## src/rtl/cbus_arbiter.sv

```systemverilog
// cbus_arbiter: shares one memory bus port between the fetch (ibus) and
// memory (dbus) stages. Only one transaction is outstanding at a time.
// dbus wins ties because a dbus stall freezes the pipeline. A streak
// limiter forces an ibus grant after MAX_D_STREAK back-to-back dbus wins
// while ibus is waiting.
//
// state  | meaning
// IDLE   | no transaction outstanding, arbitrate this cycle
// BUSY_I | ibus request latched and presented on the shared bus
// BUSY_D | dbus request latched and presented on the shared bus
module cbus_arbiter #(
    parameter int MAX_D_STREAK = 4,
    parameter int CNT_W        = 32
) (
    input  logic             clk,
    input  logic             reset,
    input  logic             i_valid,
    input  logic [63:0]      i_addr,
    output logic             i_addr_ok,
    output logic             i_data_ok,
    output logic [31:0]      i_data,
    input  logic             d_valid,
    input  logic [63:0]      d_addr,
    input  logic [2:0]       d_size,
    input  logic [7:0]       d_strobe,
    input  logic [63:0]      d_wdata,
    output logic             d_addr_ok,
    output logic             d_data_ok,
    output logic [63:0]      d_data,
    output logic             m_valid,
    output logic [63:0]      m_addr,
    output logic [2:0]       m_size,
    output logic [7:0]       m_strobe,
    output logic [63:0]      m_wdata,
    input  logic             m_data_ok,
    input  logic [63:0]      m_data,
    output logic [CNT_W-1:0] i_grants,
    output logic [CNT_W-1:0] d_grants
);

    typedef enum logic [1:0] {
        IDLE   = 2'd0,
        BUSY_I = 2'd1,
        BUSY_D = 2'd2
    } state_t;

    localparam logic [3:0] STREAK_MAX = 4'(MAX_D_STREAK);

    state_t           r_state;
    logic             r_m_valid;
    logic [63:0]      r_addr;
    logic [2:0]       r_size;
    logic [7:0]       r_strobe;
    logic [63:0]      r_wdata;
    logic [3:0]       r_streak;
    logic [CNT_W-1:0] r_i_grants;
    logic [CNT_W-1:0] r_d_grants;

    logic w_grant_d;
    logic w_grant_i;
    logic w_done_i;
    logic w_done_d;

    // dbus wins unless ibus is waiting and the dbus streak has hit its limit
    assign w_grant_d = d_valid & (~i_valid | (r_streak != STREAK_MAX));
    assign w_grant_i = i_valid & ~w_grant_d;

    // A completion is the memory response while a transaction is owned
    assign w_done_i = (r_state == BUSY_I) & m_data_ok;
    assign w_done_d = (r_state == BUSY_D) & m_data_ok;

    // Arbitration FSM; the request is latched on grant so the shared bus
    // stays stable even if the requester changes its fields mid-flight
    always_ff @(posedge clk or negedge reset) begin
        if (!reset) begin
            r_state   <= IDLE;
            r_m_valid <= 1'b0;
            r_addr    <= 64'd0;
            r_size    <= 3'd0;
            r_strobe  <= 8'd0;
            r_wdata   <= 64'd0;
        end else begin
            case (r_state)
                IDLE: begin
                    if (w_grant_d) begin
                        r_state   <= BUSY_D;
                        r_m_valid <= 1'b1;
                        r_addr    <= d_addr;
                        r_size    <= d_size;
                        r_strobe  <= d_strobe;
                        r_wdata   <= d_wdata;
                    end else if (w_grant_i) begin
                        r_state   <= BUSY_I;
                        r_m_valid <= 1'b1;
                        r_addr    <= i_addr;
                        r_size    <= 3'd2;
                        r_strobe  <= 8'd0;
                        r_wdata   <= 64'd0;
                    end
                end
                BUSY_I, BUSY_D: begin
                    if (m_data_ok) begin
                        r_state   <= IDLE;
                        r_m_valid <= 1'b0;
                    end
                end
                default: begin
                    r_state   <= IDLE;
                    r_m_valid <= 1'b0;
                end
            endcase
        end
    end

    // Streak of dbus wins while ibus waits; any ibus completion or a dbus
    // completion with no ibus request pending restarts it
    always_ff @(posedge clk or negedge reset) begin
        if (!reset) begin
            r_streak <= 4'd0;
        end else if (w_done_i) begin
            r_streak <= 4'd0;
        end else if (w_done_d) begin
            if (!i_valid)
                r_streak <= 4'd0;
            else if (r_streak != STREAK_MAX)
                r_streak <= r_streak + 4'd1;
        end
    end

    // Completed-transaction counters, wrapping naturally
    always_ff @(posedge clk or negedge reset) begin
        if (!reset) begin
            r_i_grants <= '0;
            r_d_grants <= '0;
        end else begin
            if (w_done_i)
                r_i_grants <= r_i_grants + 1'b1;
            if (w_done_d)
                r_d_grants <= r_d_grants + 1'b1;
        end
    end

    assign m_valid   = r_m_valid;
    assign m_addr    = r_addr;
    assign m_size    = r_size;
    assign m_strobe  = r_strobe;
    assign m_wdata   = r_wdata;

    // Responses are passed through combinationally in the completion cycle
    assign i_addr_ok = w_done_i;
    assign i_data_ok = w_done_i;
    assign i_data    = w_done_i ? (r_addr[2] ? m_data[63:32] : m_data[31:0]) : 32'd0;
    assign d_addr_ok = w_done_d;
    assign d_data_ok = w_done_d;
    assign d_data    = w_done_d ? m_data : 64'd0;

    assign i_grants  = r_i_grants;
    assign d_grants  = r_d_grants;

endmodule

```

## config.mk

```make
export PLATFORM = sky130hd
export DESIGN_NAME = cbus_arbiter
export DESIGN_NICKNAME = d
export VERILOG_FILES = /design/src/rtl/cbus_arbiter.sv
export SDC_FILE = /design/constraint.sdc
export NUM_CORES = 1
export LEC_CHECK = 0
export CAP_MARGIN = 40
export CORE_AREA = 2 2 225 227
export DETAILED_ROUTE_END_ITERATION = 10
export DIE_AREA = 0 0 227 229
export SYNTH_ARGS = -nofsm -noshare
export SYNTH_HDL_FRONTEND = slang
export SYNTH_SLANG_ARGS = --single-unit
```

## constraint.sdc

```tcl
create_clock -name clk -period 5.3 [get_ports clk]
set_clock_uncertainty 0.1 [all_clocks]
set_input_delay 0.795 -clock clk [delete_from_list [all_inputs] [get_ports clk]]
set_output_delay 0.795 -clock clk [all_outputs]
set_load 0.03 [all_outputs]
```

==> metrics.csv <==
stage,metric,value,unit
setup_path,crit path DAT,3.05,ns
setup_path,Critical Path End Type,output port,
synthesis,Mapped Cells,1127,
floorplanning,Die Span X,227,um
timing,minimum clock period,3.949,ns
route,DRT iter0 DRCs,562,
timing,Tightest Pin Transition,0.9357,ns
grt,Tot GR Track Use,17.44,%
synthesis,post-synth top area cell,dfrtp_1,
synthesis,most frequent cell after synthesis,nand2_1,
floorplanning,Initial Util,20.38,%
grt,GRT overflow,0,
grt,initial antenna violation count,15,
synthesis,register area share after synthesis,51.92,%
job,max-cap check violation count,0,
timing,final hold viol count,0,
place,post-placement cell count,2309,
synthesis,Post-synth EDFFs,0,
synthesis,Synth async-reset ratio,100.0,%
place,post-DP HPWL,35.39,mm
setup_path,CP Class,reg2out,
synthesis,syn_nets,1406,
clocking,# clock sinks,210,
synthesis,ys flop type,dfrtp_1,
route,Pre-Repair DR Iteration Count,5,
clocking,Hold Buf Count CTS,0,
power,VDD IR max,277.5,uV
clocking,worst skew pair latency,0.54,ns
timing,period utilization,74.51,%
clocking,TritonCTS clock tree,yes,
finish,ratio of cells with drive above 1 in the final layout,4.513,%
clocking,CTS Buf Count,26,
route,# DRC,0,
synthesis,Synth Cell Area,10120,um^2
timing,final setup vio count,0,
floorplanning,Core Rows,82,
route,"antenna viol nets, final",0,
min_path,Worst Hold Class,in2async,
place,port bufs,575,
synthesis,Ys Warns,0,
clocking,CTS resizes,0,
power,"Power, Total",9128,uW
finish,Nets,1944,
timing,Final WS setup,1.351,ns
route,routed len/inst,19.76,um
run_status,status,"complete, no violations",
synthesis,Synth cell types,37,
clocking,CTS H-tree lvls,1,
route,vias per inst,4.365,
synthesis,Syn Area/Cell,8.980,um^2
finish,layout filler cell count,5137,
synthesis,synth top area cells,"dfrtp_1 52%, nand2_1 9.2%, a21oi_1 6.5%",
finish,Layout Area Growth over Synthesis,72.86,%
grt,vias in the first global route,10797,
clocking,"Setup Fix Bufs, Post-CTS",0,
clocking,Root Buffer,clkbuf_16,
grt,largest net degree at the start of global routing,118,
timing,Slew HR,37.62,%
floorplanning,boundary pin count,576,
setup_path,crit-path max FO,66,
grt,first-pass GRT wire length,68.97,mm
finish,Sequential cell area,5256,um^2
route,WL final,46.74,mm
clocking,register clock-pin slew on the reported worst setup and hold paths,0.06,ns
route,via count,10324,
synthesis,post-synth top area share,51.92,%
setup_path,CP required,4.41,ns
power,PD cells,521.7,nW/um^2
timing,fmax,0.2532,GHz
timing,setup tns final,0,ns
place,worst slack at placement,1.598,ns
setup_path,CP startpoint kind,register,
synthesis,most common library cells after synthesis,"249 x nand2_1, 210 x dfrtp_1, 132 x a21oi_1",
finish,Post-Layout Cell Count,2365,
place,routability cong.,0.8821,
timing,Final Max Tran Viols,0,
floorplanning,chip height,229,um
synthesis,synthesis-stage register bit count,210,
finish,Layout Utilization,35.23,%
floorplanning,core area,49660,um^2
clocking,clk buf depth,3,
power,Pleak,0.007401,uW
floorplanning,die area,51980,um^2
timing,RSZ-0062 raised after global routing,no,
finish,area of the multi-input gates,4502,um^2
==> worst max-delay path: stages (launching register included) <==
cell	delay, ns
dfrtp_1	0.40
inv_1	0.09
ha_2	0.17
buf_4	0.47
nand2_1	0.31
inv_1	0.34
clkdlybuf4s50_1	0.74
==> routing by layer <==
metal | vias up | share of wire, % | global-route usage (%)
li1 | 4872 | - | -
met1 | 4999 | 39 | 20.37
met2 | 389 | 51 | 30.97
met3 | 62 | 7.0 | 4.182
met4 | 2 | 2.5 | 5.964
met5 | - | 0.028 | 0
==> area by class of cell <==
| cell class | instances | share of cell area (%) |
|---|---|---|
| multi-input combinational | 825 | 25.73 |
| sequential | 210 | 30.04 |
| clock inverter | 10 | 0.6293 |
| clock buffer | 37 | 4.305 |
| tap | 672 | 4.806 |
| timing repair buffer | 592 | 34.14 |
| antenna | 9 | 0.1287 |
| inverter | 10 | 0.2145 |
==> cells in the final DEF, fill, tap and decap left out, drive strengths merged, types with 31 or more instances in the layout <==
master         synthesis  final
and3                  77     77
xnor2                 53     53
nand2                249    249
mux2i                 32     32
nor2                 105    105
o21ai                 77     77
dfrtp                210    210
nand4                 31     31
clkdlybuf4s50          0    573
clkbuf                49     37
a21oi                132    132
==> power by group <==
| group | switching [uW] | total (uW) | internal [uW] |
|---|---|---|---|
| registers | 363 | 2530 | 2170 |
| clock network | 727 | 1810 | 1080 |
| logic | 2920 | 4790 | 1870 |
| total | 4010 | 9130 | 5120 |
==> stage by stage <==
stage	hold slack, ns	instance area [um^2]
after CTS	0.2746	17470
after global placement	0.3599	16530
after floorplan	0.3915	10120
after detailed placement	0.3601	16610
final	0.2442	17500
after global routing	0.3168	17490
==> state kept, by name (all words and copies together), names as in the netlist <==
name	cells
d_grants	32
m_addr	64
m_strobe	8
m_wdata	64
r_streak	4
r_state	2
m_size	3
m_valid	1
i_grants	32
==> logic make-up after synthesis <==
group	share of synthesized area [%]
adders and majority gates	0.8653
and+or+nand+nor	23.87
AOI/OAI and AO/OA	10.89
buffers and inverters	3.919
DFF	51.92
xor gates and xnor gates	5.365
muxes	3.165
==> final timing paths <==
check,slack [ns],cells past startpoint,start,to
max in group asynchronous,3.77,2,reset,m_addr[59]$_DFFE_PN0P_
setup / recovery,1.35,6,r_state[0]$_DFFE_PN0P_,d_addr_ok
min in group clk,0.37,2,m_size[1]$_DFFE_PN0P_,m_size[1]$_DFFE_PN0P_
setup reg to reg,2.77,7,r_state[1]$_DFFE_PN0P_,i_grants[5]$_DFFE_PN0P_
hold / removal,0.24,1,reset,m_wdata[46]$_DFFE_PN0P_
hold reg to reg,0.37,2,m_size[1]$_DFFE_PN0P_,m_size[1]$_DFFE_PN0P_
Note: power is estimated with default switching activity, not from simulation.
